**src/rtl/uart_rx.sv**
```systemverilog
// UART receive path: synchronizes RX_IN, oversamples each bit PRESCALE times with a
// 3-sample mid-bit majority vote, and checks start/parity/stop before strobing a byte.
module uart_rx #(
    parameter int DATA_WIDTH = 8
) (
    input  logic                  CLK,
    input  logic                  RST,
    input  logic                  RX_IN,
    input  logic [5:0]            PRESCALE,
    input  logic                  PAR_EN,
    input  logic                  PAR_TYP,
    output logic [DATA_WIDTH-1:0] P_DATA,
    output logic                  DATA_VALID,
    output logic                  PAR_ERR,
    output logic                  STP_ERR
);

    localparam int BCW = (DATA_WIDTH > 1) ? $clog2(DATA_WIDTH) : 1;
    localparam logic [BCW-1:0] LAST_BIT = BCW'(DATA_WIDTH - 1);

    typedef enum logic [2:0] {
        IDLE,
        START,
        DATA,
        PARITY,
        STOP
    } state_t;

    state_t state, state_n;

    logic [1:0]            rx_sync;
    logic                  rx_s;
    logic [5:0]            p_cap;
    logic                  par_en_cap;
    logic                  par_typ_cap;
    logic [5:0]            edge_cnt;
    logic [BCW-1:0]        bit_cnt;
    logic [1:0]            samp;
    logic                  bit_val;
    logic [DATA_WIDTH-1:0] shift_reg;
    logic                  par_bad;

    logic [5:0] half;
    logic       last_edge;
    logic       vote_edge;
    logic       decide_edge;
    logic       vote;

    logic start_det;
    logic go_idle;
    logic shift_en;
    logic par_chk;
    logic verdict;

    // The synchronizer resets to the idle level so reset release never looks like a start edge.
    always_ff @(posedge CLK or negedge RST) begin
        if (!RST) rx_sync <= 2'b11;
        else      rx_sync <= {rx_sync[0], RX_IN};
    end
    assign rx_s = rx_sync[1];

    assign half        = {1'b0, p_cap[5:1]};
    assign last_edge   = (edge_cnt == p_cap - 6'd1);
    assign vote_edge   = (edge_cnt == half + 6'd1);
    assign decide_edge = (edge_cnt == half + 6'd2);
    // Third sample is the live rx_s, so the vote is ready in the same cycle as that sample.
    assign vote = (samp[0] & samp[1]) | (samp[0] & rx_s) | (samp[1] & rx_s);

    always_ff @(posedge CLK or negedge RST) begin
        if (!RST) state <= IDLE;
        else      state <= state_n;
    end

    // NOTE: every output of this block gets a default first, so no path can infer a latch.
    always_comb begin
        state_n   = state;
        start_det = 1'b0;
        go_idle   = 1'b0;
        shift_en  = 1'b0;
        par_chk   = 1'b0;
        verdict   = 1'b0;
        case (state)
            IDLE: begin
                if (!rx_s) begin
                    start_det = 1'b1;
                    state_n   = START;
                end
            end
            START: begin
                if (decide_edge && bit_val) begin
                    go_idle = 1'b1;
                    state_n = IDLE;
                end else if (last_edge) begin
                    state_n = DATA;
                end
            end
            DATA: begin
                if (last_edge) begin
                    shift_en = 1'b1;
                    if (bit_cnt == LAST_BIT) state_n = par_en_cap ? PARITY : STOP;
                end
            end
            PARITY: begin
                par_chk = decide_edge;
                if (last_edge) state_n = STOP;
            end
            STOP: begin
                verdict = vote_edge;
                if (decide_edge) begin
                    go_idle = 1'b1;
                    state_n = IDLE;
                end
            end
            default: state_n = IDLE;
        endcase
    end

    // NOTE: sequential state uses non-blocking assignments so every register sees pre-edge values.
    always_ff @(posedge CLK or negedge RST) begin
        if (!RST) begin
            p_cap       <= 6'd8;
            par_en_cap  <= 1'b0;
            par_typ_cap <= 1'b0;
            edge_cnt    <= '0;
            bit_cnt     <= '0;
            samp        <= '0;
            bit_val     <= 1'b0;
            shift_reg   <= '0;
            par_bad     <= 1'b0;
            P_DATA      <= '0;
            DATA_VALID  <= 1'b0;
            PAR_ERR     <= 1'b0;
            STP_ERR     <= 1'b0;
        end else begin
            DATA_VALID <= 1'b0;
            PAR_ERR    <= 1'b0;
            STP_ERR    <= 1'b0;

            if (start_det) begin
                p_cap       <= PRESCALE;
                par_en_cap  <= PAR_EN;
                par_typ_cap <= PAR_TYP;
                par_bad     <= 1'b0;
                edge_cnt    <= 6'd1;
                bit_cnt     <= '0;
            end else if (state == IDLE || go_idle) begin
                edge_cnt <= '0;
                bit_cnt  <= '0;
            end else begin
                edge_cnt <= last_edge ? 6'd0 : edge_cnt + 6'd1;
                if (shift_en) bit_cnt <= bit_cnt + 1'b1;
            end

            if (edge_cnt == half - 6'd1) samp[0] <= rx_s;
            if (edge_cnt == half)        samp[1] <= rx_s;
            if (vote_edge)               bit_val <= vote;

            if (shift_en) shift_reg <= {bit_val, shift_reg[DATA_WIDTH-1:1]};
            if (par_chk)  par_bad   <= (bit_val != (^shift_reg ^ par_typ_cap));

            if (verdict) begin
                STP_ERR <= ~vote;
                PAR_ERR <= par_bad;
                if (vote && !par_bad) begin
                    DATA_VALID <= 1'b1;
                    P_DATA     <= shift_reg;
                end
            end
        end
    end

endmodule
```
**config.mk**
```make
export PLATFORM = sky130hd
export DESIGN_NAME = uart_rx
export DESIGN_NICKNAME = d
export VERILOG_FILES = /design/src/rtl/uart_rx.sv
export SDC_FILE = /design/constraint.sdc
export NUM_CORES = 1
export LEC_CHECK = 0
export ABC_AREA = 1
export CAP_MARGIN = 20
export CORE_AREA = 2 2 80 82
export CTS_CLUSTER_DIAMETER = 50
export CTS_CLUSTER_SIZE = 20
export DETAILED_ROUTE_END_ITERATION = 10
export DIE_AREA = 0 0 82 84
export HOLD_SLACK_MARGIN = 0.02
export PLACE_DENSITY = 0.66
export SLEW_MARGIN = 20
export SYNTH_ARGS = -nofsm -noshare
export SYNTH_HDL_FRONTEND = slang
export SYNTH_SLANG_ARGS = --single-unit
```
**constraint.sdc**
```tcl
create_clock -name CLK -period 2.09 [get_ports CLK]
set_clock_uncertainty 0.2 [all_clocks]
set_input_delay 0.627 -clock CLK [delete_from_list [all_inputs] [get_ports CLK]]
set_output_delay 0.627 -clock CLK [all_outputs]
set_load 0.005 [all_outputs]
```
==> run summary, run 1 <==
CP arrival -> 2.14 ns
clk sink count -> 45
TritonCTS Buffers -> 5
H-Tree Depth -> 2
failing checks -> setup timing
Mapped Avg Cell Area -> 7.862 sq um
Seq/Total Area, Yosys -> 0.4202
critical path class -> reg2reg
Warnings, synthesis -> 0
final slew viol count -> 0
Slew @ Worst Pin -> 0.5239 ns
EDFF count, synth -> 0
maximum fanout along the worst path -> 5
setup_tns -> -0.4636 ns
Tcrit/Tclk final -> 1.028
Global Route Usage Sum -> 0.1926
initial antenna violation count -> 0
Die Ht -> 84 microns
diode count -> 0
WL per Instance -> 12.99 microns
clk root buf -> clkbuf_8
global route total overflow -> 0
top_reg_cell synth -> dfrtp_1
Leakage -> 1.659 nW
layout cell share with drive strength beyond 1 -> 0.2242
initial drt markers -> 177
RSZ-0062 raised after global routing -> true
worst path required time -> 2.09 ns
vias in the first global route -> 2,266
Core Box Area -> 6096 sq um
antenna viol nets, final -> 0
critical path startpoint category -> flip-flop
synthesis-to-layout area growth -> 28.11%
final non-filler cell area -> 3445 sq um
GP Congestion -> 0.9867
final hold viol count -> 0
Placement Cell Area -> 3108 sq um
Fmax -> 0.4656 GHz
Buffers on Ports -> 21
ys async rst share -> 1.000
Initial Utilization -> 0.4411
Min Clock Period, post-route -> 2.148 ns
deepest clock path buffer count -> 2
area of the die -> 6888 sq um
die width -> 82 microns
total power -> 4.275 mW
first-pass GRT wire length -> 10,370 microns
Pwr Density -> 1241 nW/um^2
net count after synthesis -> 363
cell row count -> 29
fillcell total -> 541
placed insts -> 449
max_cap viols -> 0
Distinct cells, synth -> 33
CTS clk-pin slew, worst paths -> 0.10 ns
Non-Filler Instances -> 465
status -> finished with violations
commonest non-fill, non-tap cell in the layout -> nand2_1
Min-Delay Path Class -> in2async
hpwl dp -> 4574 microns
Skew-Pair Late Insertion Delay -> 0.30 ns
Seq cells post-synth -> 45
most frequent cells in the layout -> nand2_1, dfrtp_1, nor2_1, inv_1
Netlist Area Pre-Place -> 2689 sq um
CTS tree -> yes
worst setup margin -> -0.05775 ns
DR pass1 iterations -> 5
CP Capture Type -> flip-flop
nets@finish -> 408
Mapped Cells -> 342
max_slew headroom -> 0.6495
final setup vio count -> 12
DRC viols -> 0
largest net degree at the start of global routing -> 32
maximum vdd drop -> 0.0006994 V
Ports -> 22
Hold WS -> 0.02752 ns
Vias -> 2,383
DRT Wirelength -> 6040 microns
Via density -> 5.125
[per-stage QoR]
step                setup slack, ns    util
global placement           -0.02448  0.5099
finish                     -0.05775  0.5651
detailed placement         -0.04940  0.5099
global route                -0.1651  0.5651
floorplan                  -0.02862       -
CTS                        -0.01707  0.5378
[kinds of logic (layout without fill, tap and decap cells)]
group,Yosys count,after routing,synth area share
DFF,45,45,0.4202
buffers and inverters,45,91,0.06794
xor gates and xnor gates,28,28,0.09120
and+or+nand+nor,181,181,0.2978
AOI/OAI and AO/OA,31,31,0.06794
muxes,2,2,0.008375
adders and majority gates,10,10,0.04653
[power breakdown]
group,switching [mW],internal [mW]
Sequential,0.225,1.03
Clock,0.328,0.242
Combinational,1.39,1.05
Total,1.95,2.33
[layout make-up]
class,count,area [sq um],share of cell area
Inverter,36,145.1,0.04214
Multi-Input combinational cell,252,1546,0.4490
Clock buffer,5,68.82,0.01998
Tap cell,77,96.34,0.02797
Sequential cell,45,1131,0.3284
Clock inverter,3,25.02,0.007265
Timing Repair Buffer,47,431.7,0.1253
[cell usage after synthesis, types with 2 or more instances]
library cell	number	area (sq um)
nor2_1	24	90.09
xor2_1	12	105.1
nand3_2	2	20.02
inv_2	9	33.78
a21oi_2	2	17.52
nor3_1	5	25.02
nand3_1	23	115.1
o21ai_0	6	30.03
buf_4	2	15.01
nand2_1	103	386.6
dfstp_2	3	78.83
clkinv_1	2	7.510
nor3b_1	3	22.52
mux2_2	2	22.52
o21ai_1	8	40.04
nand2_2	4	25.02
buf_2	5	25.02
a21oi_1	11	55.05
nand4_1	12	75.07
dfrtp_1	42	1051
inv_1	25	93.84
xnor2_1	16	140.1
ha_1	10	125.1
clkbuf_1	2	7.510
[worst max-delay path: stages (launching register included)]
cell and delay [ns]:
dfstp_2 0.60, inv_4 0.06, ha_4 0.24, xnor2_2 0.13, nand3_2 0.10, nor2_4 0.15
buf_6 0.12, nand2_4 0.07, o21ai_4 0.17, inv_4 0.07, nand3b_1 0.08, nand2_1 0.05
[layer usage]
| metal | track usage | vias to the layer above | routed length (microns) |
|---|---|---|---|
| met2 | 0.2919 | 61 | 2745 |
| met4 | 0.05606 | 0 | 103 |
| li1 | - | 1186 | - |
| met3 | 0.03247 | 12 | 256 |
| met5 | 0 | - | 0 |
| met1 | 0.2803 | 1124 | 2935 |
[worst paths after layout]
path	start	endpoint	slack, ns	depth (start not counted)
worst min register to register	rx_sync[0]$_DFF_PN1_	rx_sync[1]$_DFF_PN1_	0.16	0
min in group CLK	rx_sync[0]$_DFF_PN1_	rx_sync[1]$_DFF_PN1_	0.16	0
max in group asynchronous	RST	rx_sync[0]$_DFF_PN1_	1.10	2
worst min-delay path	RST	p_cap[1]$_DFFE_PN0P_	0.03	1
worst max register to register	p_cap[3]$_DFFE_PN1P_	bit_cnt[0]$_DFFE_PN0P_	-0.06	11
worst max-delay path	p_cap[3]$_DFFE_PN1P_	bit_cnt[0]$_DFFE_PN0P_	-0.06	11
[what timing repair did]
item                                    in CTS  in global routing
resized for setup                           13                 31
pin swaps                                    4                  8
hold buffers                                 0                  0
setup buffers                                2                  5
endpoints found under the setup margin      19                 33
gates cloned                                 0                  1
(Power assumes the default switching activity.)
==> run 2, diff against run 1 <==
--- a/config.mk
+++ b/config.mk
@@ -6,7 +6,7 @@
 export NUM_CORES = 1
 export LEC_CHECK = 0
 export ABC_AREA = 1
-export CAP_MARGIN = 20
+export CAP_MARGIN = 15
 export CORE_AREA = 2 2 80 82
 export CTS_CLUSTER_DIAMETER = 50
 export CTS_CLUSTER_SIZE = 20
==> results of run 2 <==
Same layout as run 1: the final DEF is identical, and so are final timing and power.
